==> src/rtl/miner_nonce_scheduler.sv <==
// Nonce scheduler: walks one miner core through an inclusive nonce range.
// Optional per-attempt watchdog enabled by defining MINER_SCHED_TIMEOUT_EN.
module miner_nonce_scheduler #(
  parameter int unsigned TIMEOUT_CYCLES = 255,
  parameter int unsigned CNT_W          = 32
) (
  input  logic              clk,
  input  logic              rst,
  input  logic              start,
  input  logic              abort,
  input  logic [31:0]       start_nonce,
  input  logic [31:0]       end_nonce,
  input  logic              core_finished,
  input  logic              core_correct,
  input  logic [255:0]      core_hashed,
  output logic              hash_enable,
  output logic [31:0]       nonce,
  output logic              busy,
  output logic              done,
  output logic              found,
  output logic [31:0]       golden_nonce,
  output logic [255:0]      golden_hash,
  output logic [CNT_W-1:0]  attempts,
  output logic              timed_out
);

  typedef enum logic [2:0] {
    S_IDLE,
    S_LAUNCH,
    S_WAIT,
    S_CHECK,
    S_DONE
  } state_t;

  state_t       state;
  state_t       state_nx;
  logic [31:0]  end_q;
  logic         seen_low;
  logic         corr_q;
  logic [255:0] hash_q;
  logic         fin_edge;
  logic         last;
  logic         tmo;
  logic         in_run;
  logic         kill;

  assign in_run   = (state == S_LAUNCH) || (state == S_WAIT) ||
                    (state == S_CHECK);
  assign kill     = abort && in_run;
  assign fin_edge = (state == S_WAIT) && seen_low && core_finished;
  assign last     = (nonce == end_q);

`ifdef MINER_SCHED_TIMEOUT_EN
  localparam int unsigned TW = $clog2(TIMEOUT_CYCLES + 1);
  logic [TW-1:0] wcnt;

  assign tmo = (state == S_WAIT) && !fin_edge &&
               (wcnt == TW'(TIMEOUT_CYCLES - 1));

  always_ff @(posedge clk) begin
    if (rst) begin
      wcnt      <= '0;
      timed_out <= 1'b0;
    end else begin
      if (state == S_IDLE && start) timed_out <= 1'b0;
      if (state == S_LAUNCH) wcnt <= '0;
      if (state == S_WAIT && !abort) begin
        wcnt <= wcnt + TW'(1);
        if (tmo) timed_out <= 1'b1;
      end
    end
  end
`else
  assign tmo       = 1'b0;
  assign timed_out = 1'b0;
`endif

  always_ff @(posedge clk) begin
    if (rst) state <= S_IDLE;
    else     state <= state_nx;
  end

  always_comb begin
    state_nx = state;
    unique case (state)
      S_IDLE:   if (start) state_nx = S_LAUNCH;
      S_LAUNCH: state_nx = S_WAIT;
      S_WAIT: begin
        if (fin_edge) state_nx = S_CHECK;
        else if (tmo) state_nx = S_DONE;
      end
      S_CHECK:  state_nx = (corr_q || last) ? S_DONE : S_LAUNCH;
      S_DONE:   state_nx = S_IDLE;
      default:  state_nx = S_IDLE;
    endcase
    // abort outranks everything, including a winner in CHECK
    if (kill) state_nx = S_IDLE;
  end

  always_comb begin
    hash_enable = (state == S_LAUNCH);
    busy        = in_run;
    done        = (state == S_DONE);
  end

  always_ff @(posedge clk) begin
    if (rst) begin
      nonce        <= '0;
      end_q        <= '0;
      seen_low     <= 1'b0;
      corr_q       <= 1'b0;
      hash_q       <= '0;
      found        <= 1'b0;
      golden_nonce <= '0;
      golden_hash  <= '0;
      attempts     <= '0;
    end else begin
      if (state == S_IDLE && start) begin
        nonce        <= start_nonce;
        end_q        <= end_nonce;
        attempts     <= '0;
        found        <= 1'b0;
        golden_nonce <= '0;
        golden_hash  <= '0;
      end
      if (state == S_LAUNCH) seen_low <= 1'b0;
      // a finished flag left high by the last attempt must drop first
      if (state == S_WAIT && !abort) begin
        if (!core_finished) seen_low <= 1'b1;
        if (fin_edge) begin
          corr_q <= core_correct;
          hash_q <= core_hashed;
        end
      end
      if (state == S_CHECK && !abort) begin
        if (!(&attempts)) attempts <= attempts + CNT_W'(1);
        if (corr_q) begin
          found        <= 1'b1;
          golden_nonce <= nonce;
          golden_hash  <= hash_q;
        end else if (!last) begin
          nonce <= nonce + 32'd1;
        end
      end
    end
  end

endmodule

==> config.mk <==
export PLATFORM = sky130hd
export DESIGN_NAME = miner_nonce_scheduler
export DESIGN_NICKNAME = d
export VERILOG_FILES = /design/src/rtl/miner_nonce_scheduler.sv
export SDC_FILE = /design/constraint.sdc
export NUM_CORES = 1
export LEC_CHECK = 0
export ABC_AREA = 1
export BUFFER_PORTS_ARGS = -buffer_cell sky130_fd_sc_hd__buf_2
export CAP_MARGIN = 20
export CELL_PAD_IN_SITES_DETAIL_PLACEMENT = 0
export CELL_PAD_IN_SITES_GLOBAL_PLACEMENT = 2
export CORE_UTILIZATION = 29
export CTS_CLUSTER_SIZE = 10
export DETAILED_ROUTE_END_ITERATION = 10
export PLACE_DENSITY = 0.85
export REMOVE_ABC_BUFFERS = 1
export SLEW_MARGIN = 5
export SYNTH_ARGS = -nofsm -noshare
export SYNTH_HDL_FRONTEND = slang
export SYNTH_SLANG_ARGS = --single-unit
==> constraint.sdc <==
create_clock -name clk -period 2.8 [get_ports clk]
set_clock_uncertainty 0.2 [all_clocks]
set_input_delay 0.56 -clock clk [delete_from_list [all_inputs] [get_ports clk]]
set_output_delay 0.56 -clock clk [all_outputs]
set_load 0.01 [all_outputs]
=== Word-level counts from Yosys, hierarchy flattened ===
Index checks and enable logic that the tools add are counted.

* Register bits: 646
* Bits of input ports: 326
* Output and inout port bits: 357

* Reduce and logical (&&, ||, !) cells: 15
* Mux-type cells: 23
* Equal/unequal tests: 7
* $add $sub $neg: 2

{| class="wikitable"
|+ Operators by type and width
! operator !! number
|-
| $mux W256 || 3
|-
| $mux W32 || 10
|-
| $add A32 B1 Y32 const B || 2
|-
| $eq A32 B32 Y1 || 1
|-
| $reduce_and A32 Y1 || 1
|-
| $pmux W3 S4 || 1
|-
| $mux W3 || 3
|-
| $eq A3 B2 Y1 const B || 2
|-
| $logic_and A1 B1 Y1 || 6
|-
| $mux W1 || 6
|-
| $ne A2 B2 Y1 const B || 2
|-
| $reduce_and A2 Y1 || 2
|-
| $eq A3 B1 Y1 const B || 1
|-
| $eq A3 B3 Y1 const B || 1
|-
| $logic_not A3 Y1 || 1
|-
| $logic_or A1 B1 Y1 || 3
|-
| $reduce_or A2 Y1 || 1
|-
| $logic_not A1 Y1 || 1
|}

=== Longest topological paths before layout ===
Gate-level depths: netlist (run 1).

* Word-level depth: 6
* Depth in mapped cells: 14

=== Worst setup path before layout (run 1) ===
OpenSTA, ideal clock, no wires.

* Kind: register -> register
* Start point: register attempts[0]
* End point: register attempts[19]
* Path slack: 0.742 ns
* Setup time: 0.122 ns
* Cell stages (with the launch flop): 15
* Arrival time: 1.736 ns
* Path through: dfxtp_1 ha_1 nand2_1 inv_2 nand2_2 nor2_4 nand2_2 nor2_4 nand3b_4 nand2_2 buf_6 buf_4 o21ai_1 nand2_1 nor2_1

* Longest elaborated chain between the ends: 3
* Elaborated cells on any way between the ends: 4
* Those cells by class: add/sub: 1; mux: 2; reduce/logical: 1

{| class="wikitable"
|+ RTL lines
! what !! RTL line !! RTL
|-
| start, declared || 23 || <nowiki>output logic [CNT_W-1:0] attempts,</nowiki>
|-
| start signal, assigned || 136 || <nowiki>if (!(&attempts)) attempts <= attempts + CNT_W'(1);</nowiki>
|-
| $add A32 B1 Y32 or $reduce_and A32 Y1 (tied branches) || 136 ||
|-
| $mux W32 * || 136 ||
|-
| $mux W32 * || 135 || <nowiki>if (state == S_CHECK && !abort) begin</nowiki>
|}

Every way passes the cells marked *; elsewhere a longest branch is shown, timed or not.
A chain may end at the register's enable or synchronous reset.

=== Worst setup path after layout (run 1) ===
* Start point: register nonce[19]
* End point: register nonce[22]

* Longest elaborated chain between the ends: 4
* Elaborated cells on any way between the ends: 5
* Those cells by class: add/sub: 1; eq/ne: 1; mux: 3

{| class="wikitable"
|+ RTL lines
! what !! RTL line !! RTL
|-
| start, declared || 17 || <nowiki>output logic [31:0] nonce,</nowiki>
|-
| start signal, assigned || 119 || <nowiki>nonce <= start_nonce;</nowiki>
|-
| start signal, assigned || 142 || <nowiki>nonce <= nonce + 32'd1;</nowiki>
|-
| $add A32 B1 Y32 or $eq A32 B32 Y1 (tied branches) || 142, 51 ||
|-
| $mux W32 * || 141 || <nowiki>end else if (!last) begin</nowiki>
|-
| $mux W32 * || 137 || <nowiki>if (corr_q) begin</nowiki>
|-
| $mux W32 * || 135 ||
|}

Marks and branches as above.

==> impl_metrics.json, run 1 <==
{
  "status": "complete, no violations",
  "vias": 24800,
  "synth_common_cells": "dfxtp_1 (646), a21oi_1 (606), nand2_1 (599)",
  "hold_end": "seen_low",
  "worstReg2RegEnd": "nonce[22]",
  "cp.depth": 13,
  "finalNetCount": 4626,
  "synth.cell_area_um2": 25600,
  "power.density_nw_per_um2": 640,
  "yosys.area_share.simple_pct": 13.7,
  "max_stage_delay_ps": 530,
  "p_leak_nw": 16.4,
  "syn_avg_cell_area_um2": 7.48,
  "required_ps": 3150,
  "period_minus_slack_ps": 2390,
  "grt-ovfl-total": 0,
  "cp_cell_sequence": "inv_1 > nand2_1 > nand2_1 > nand2_1 > nor2_1 > nand2_1 > nor2_1 > nand2_1 > nand4_4 > buf_12 > nand2_1 > nand2_1 > nor2_1",
  "routedWlPerCell_um": 15.8,
  "ys_top_cells_by_area": "dfxtp_1 (51%), a21oi_1 (12%), o21ai_0 (11%), nand2_1 (8.8%), inv_1 (5.5%)",
  "r2r_cells": 13,
  "muxShareOfSynthArea_pct": 0,
  "initial_core_util_pct": 29.4,
  "synth_top_area_cell": "dfxtp_1",
  "yosys_register_bits": 646,
  "rsz0062_at_grt": "false",
  "ff2ff_setup_slack_ps": 410,
  "top_layer": "met5",
  "drt_first_iter_violations": 1243,
  "vdd_drop_max_mv": 0.463,
  "grt_start_max_net_pins": 109,
  "grt.total_usage_pct": 18.7,
  "synth_top_family_by_area": "compound AO/OA/AOI/OAI gates",
  "worst_skew_pair.late_latency_ps": 620,
  "fin_ws_ps": 413,
  "clockBufferDepth": 3,
  "critPathSlowestCell": "dfxtp_1",
  "synthCells": 3417,
  "cp_max_fo": 26,
  "die-width_um": 299,
  "met2_length_um": 41200,
  "cts_buffers": 80,
  "antenna_found_initial": 13,
  "wl_met3_um": 6300,
  "areaGrowthSynthToFinish_pct": 39.8,
  "fin_hold_ws_ps": 46.3,
  "hp-start": "core_finished",
  "yosysSeqAreaShare_pct": 50.6,
  "grt_pass1_vias": 23500,
  "tightest_slew_ps": 724,
  "critical_path_buf_inv_count": 2,
  "max_cap_violations": 0,
  "cts_tree": "yes",
  "die-area_um2": 89300,
  "cts_root_buffer": "clkbuf_16",
  "hp-class": "primary input to flip-flop",
  "cp_common_cell": "nand2_1",
  "grt_pass1_wl_um": 134000,
  "io_buffers": 681,
  "wl_met1_um": 36700,
  "drt_first_pass_iters": 5,
  "crit_path_start_kind": "flip-flop",
  "gp_congestion": 0.821,
  "crit_family": "simple AND/OR/NAND/NOR gates",
  "rows": 108,
  "cts.sinks": 646,
  "setup_viol": 0,
  "crit_arrival_ps": 2730,
  "die_h_um": 299,
  "yosys.area_share.adder_pct": 0.0979,
  "yosysMostFrequentCell": "dfxtp_1",
  "fmax_mhz": 419,
  "synthXorXnorAreaFrac_pct": 1.92,
  "synth_cell_types": 39,
  "netlist.area_leader.share_pct": 50.6,
  "cts_setup_buffers": 0,
  "r2r-start": "nonce[19]",
  "pin_count": 683,
  "yosys_warnings": 0,
  "finalCritPeriodShare_pct": 85.3,
  "maxSlewViolCount": 0,
  "crit_type": "flip-flop to flip-flop",
  "drt_wl_total_um": 87100,
  "synth_ff_type": "dfxtp_1",
  "via_per_inst": 4.50,
  "final_hold_viol_count": 0,
  "drc": 0,
  "layout-drive-gt1-share_pct": 20.9,
  "dp_worst_setup_slack_ps": 323,
  "hold_path_depth": 4,
  "crit_path_end_kind": "flip-flop",
  "synth_compound_area_share_pct": 23.9,
  "cts.clk_slew.worst_paths_ps": 50,
  "dp_hpwl_um": 59700,
  "total_power_mw": 22.8,
  "synth-edff-count": 0,
  "async_flop_share_pct": 0,
  "htree_levels": 3,
  "slew_headroom_pct": 51.3,
  "coreArea_um2": 87000,
  "ant_nets": 0
}
-- logic make-up after synthesis --
family,after synthesis
AO/OA/AOI/OAI,1217
XOR/XNOR,56
adder cells (fa/ha/maj),2
buffers and inverters,639
flip-flops,646
other,1
AND/OR/NAND/NOR,856
-- worst max-delay path by stage --
stage | from | endpoint | slack (ps)
5_1_grt | nonce[18] | nonce[8] | 200
3_5_place_dp | nonce[19] | nonce[22] | 320
4_1_cts | nonce[19] | nonce[23] | 290
6_report | nonce[19] | nonce[22] | 410
3_3_place_gp | nonce[19] | nonce[23] | 320
2_1_floorplan | start | nonce[0] | -9020
-- area by class of cell --
type	instances	area, µm²
tap	1155	1450
timing repair buffer	1058	7350
clock inverter	13	206
clock buffer	106	2180
multi-input combinational	2132	10100
fill	9169	51300
inverter	380	1430
antenna	11	27.5
sequential	646	12900
-- stage by stage --
step	utilization (%)	setup TNS [ps]	instances	instance area (µm²)
6_report	41.0	0	5501	35700
5_1_grt	41.0	0	5497	35700
4_1_cts	41.0	0	5490	35700
3_5_place_dp	35.0	0	5088	30500
3_3_place_gp	35.0	0	5088	30500
2_1_floorplan	-	-3905020	3158	24500
-- routing by layer --
layer / track usage, % / vias to the layer above
met1: 22.5 / 11000
met4: 6.83 / 6
met3: 5.54 / 159
li1: - / 12900
met5: 0 / -
met2: 31.5 / 624
-- tightest hold or removal path, cell delays in order --
cell     delay, ps
buf_2           90
nor2_1          40
nand2_1         50
a21oi_1         50
-- registers in the layout, summed over array words and instances (netlist names) --
| register | cells |
|---|---|
| found | 1 |
| nonce | 32 |
| seen_low | 1 |
| state | 3 |
| end_q | 32 |
| attempts | 32 |
| hash_q | 256 |
| golden_hash | 256 |
| golden_nonce | 32 |
| corr_q | 1 |
-- cells in the final DEF, fill, tap and decap left out, types with 3 or more instances in the layout --
| master | Yosys | routed |
|---|---|---|
| clkbuf_16 | 0 | 80 |
| nand4_1 | 14 | 14 |
| inv_2 | 7 | 8 |
| clkbuf_1 | 178 | 18 |
| clkbuf_8 | 0 | 8 |
| nand2_1 | 599 | 599 |
| nand3_1 | 44 | 43 |
| xor2_1 | 31 | 31 |
| inv_16 | 0 | 3 |
| nor4_1 | 3 | 3 |
| dlygate4sd3_1 | 0 | 283 |
| diode_2 | 0 | 11 |
| o21ai_0 | 541 | 541 |
| buf_4 | 3 | 62 |
| nand2_2 | 4 | 3 |
| xnor2_1 | 25 | 25 |
| inv_1 | 373 | 371 |
| nor2_1 | 133 | 133 |
| buf_12 | 0 | 32 |
| o21ai_1 | 65 | 65 |
| nor3b_1 | 3 | 3 |
| nor3_2 | 4 | 4 |
| nor3_1 | 37 | 37 |
| dfxtp_1 | 646 | 646 |
| buf_2 | 70 | 681 |
| clkinv_2 | 0 | 3 |
| a21oi_1 | 606 | 606 |
-- report_power, final --
group,internal [mW],switching [mW]
sequential,9.43,0.268
clock,5.55,4.07
combinational,1.37,2.16
total,16.3,6.50
-- repair_timing --
item / in CTS / in global routing
gates resized for setup: 0 / 0
hold buffers: 283 / 0
endpoints found under the hold margin: 283 / 0
Power figures use the tool's default switching activity.
==> run 2: changes to the inputs <==
Settings changed: CORE_MARGIN set to 1.5.
==> run 2 against run 1 <==
Non-clock buffer count unchanged. Via count about the same. Wire length fell by 1.3%. Hold slack got worse by 7.9 ps. Combinational power up 3%. Largest power group unchanged.
==> impl_metrics.json, run 2 (synthesized netlist as in run 1, its figures left out) <==
{
  "rows": 108,
  "ant_nets": 0,
  "slew_headroom_pct": 58.8,
  "final_hold_viol_count": 0,
  "crit_path_end_kind": "flip-flop",
  "gp_congestion": 0.815,
  "finalNetCount": 4625,
  "grt.total_usage_pct": 18.5,
  "crit_path_start_kind": "flip-flop",
  "coreArea_um2": 87000,
  "p_leak_nw": 16.5,
  "fin_hold_ws_ps": 38.4,
  "drt_first_pass_iters": 5,
  "htree_levels": 3,
  "cp_max_fo": 37,
  "setup_viol": 0,
  "via_per_inst": 4.51,
  "dp_worst_setup_slack_ps": 318,
  "reg_top3": "golden_hash (256), hash_q (256)",
  "drc": 0,
  "tightest_slew_ps": 618,
  "status": "complete, no violations",
  "initial_core_util_pct": 29.4,
  "maxSlewViolCount": 0,
  "vias": 24800,
  "grt_pass1_vias": 23900,
  "layout_common_cells": "buf_2 (681), dfxtp_1 (646), a21oi_1 (606)",
  "routedWlPerCell_um": 15.7,
  "crit_arrival_ps": 2760,
  "final-seq-area_um2": 12900,
  "antenna_found_initial": 13,
  "max_stage_delay_ps": 410,
  "period_minus_slack_ps": 2450,
  "fin_ws_ps": 351,
  "areaGrowthSynthToFinish_pct": 39.9,
  "dp.cells": 5085,
  "pin_count": 683,
  "wl_met3_um": 6080,
  "wl_met1_um": 36300,
  "cts_buffers": 79,
  "grt-ovfl-total": 0,
  "cts.clk_slew.worst_paths_ps": 60,
  "drt_wl_total_um": 86000,
  "dp_hpwl_um": 59600,
  "cts.sinks": 646,
  "hp-class": "primary input to flip-flop",
  "die-width_um": 300,
  "max_cap_violations": 0,
  "vdd_drop_max_mv": 0.526,
  "grt_pass1_wl_um": 133000,
  "layout-drive-gt1-share_pct": 20.8,
  "worst_skew_pair.late_latency_ps": 620,
  "final_common_cell": "buf_2",
  "cp_cell_sequence": "ha_1 > nand2_1 > inv_2 > nand2_2 > nor2_4 > nand2_2 > nor2_4 > nand3b_4 > nand2_2 > buf_12 > o21ai_0 > o21ai_0 > nor2_1",
  "power.density_nw_per_um2": 638,
  "finalCritPeriodShare_pct": 87.4,
  "cts_root_buffer": "clkbuf_16",
  "cp_common_cell": "nand2_2",
  "top_layer": "met5",
  "io_buffers": 681,
  "cts_tree": "yes",
  "fill_cells": 9147,
  "die_h_um": 300,
  "rsz0062_at_grt": "false",
  "required_ps": 3110,
  "clockBufferDepth": 3,
  "met2_length_um": 40800,
  "crit_type": "flip-flop to flip-flop",
  "die-area_um2": 89900,
  "grt_start_max_net_pins": 107,
  "multiInputGateArea_um2": 10100,
  "fmax_mhz": 408,
  "instances_no_fill": 5492,
  "drt_first_iter_violations": 1343,
  "critPathSlowestCell": "dfxtp_1"
}
## run 2: power by group
part,switching [mW],total (mW),internal (mW)
sequential,0.244,9.67,9.43
clock,4.02,9.50,5.47
combinational,2.18,3.63,1.45
## run 2: cell type report
cell class | count | area share (%)
Multi-Input combinational cell | 2132 | 28.4
Tap cell | 1155 | 4.04
Inverter | 380 | 4.01
Clock inverter | 11 | 0.539
Timing Repair Buffer | 1058 | 20.8
Clock buffer | 103 | 6.00
Antenna cell | 7 | 0.0490
Sequential cell | 646 | 36.2
## run 2: worst paths after layout
check / from / endpoint / slack (ps) / depth (start not counted)
setup / recovery: attempts[0] / attempts[30] / 350 / 13
hold / removal: end_nonce[28] / end_q[28] / 40 / 3
setup reg to reg: attempts[0] / attempts[30] / 350 / 13
hold reg to reg: golden_hash[29] / golden_hash[29] / 260 / 2
## run 2: per-stage QoR
stage | power [mW] | setup TNS (ps) | utilization, % | instance area [µm²]
floorplan | 10.9 | -3905020 | - | 24500
global placement | 13.2 | 0 | 35.1 | 30500
detailed placement | 13.2 | 0 | 35.1 | 30500
CTS | 23.2 | 0 | 41.1 | 35700
global route | 23.9 | 0 | 41.1 | 35800
finish | 22.8 | 0 | 41.1 | 35800
## run 2: worst max-delay path, delay by kind of cell (launching register included)
kind	cells	cell delay [ps]
fa+ha+maj	1	200
buf+inv	2	310
flops	1	410
compound gates	2	190
simple gates	8	1040
## run 2: timing repair
action                                 in CTS  in global routing
endpoints found under the hold margin     286                  0
setup buffers                               0                  0
hold buffers                              286                  0
gates resized for setup                     0                  0
## run 2: routing by layer
layer | up-vias | track usage [%]
met5 | - | 0
met3 | 153 | 5.44
met2 | 596 | 31.6
met4 | 16 | 6.28
met1 | 11100 | 21.9
li1 | 12900 | -
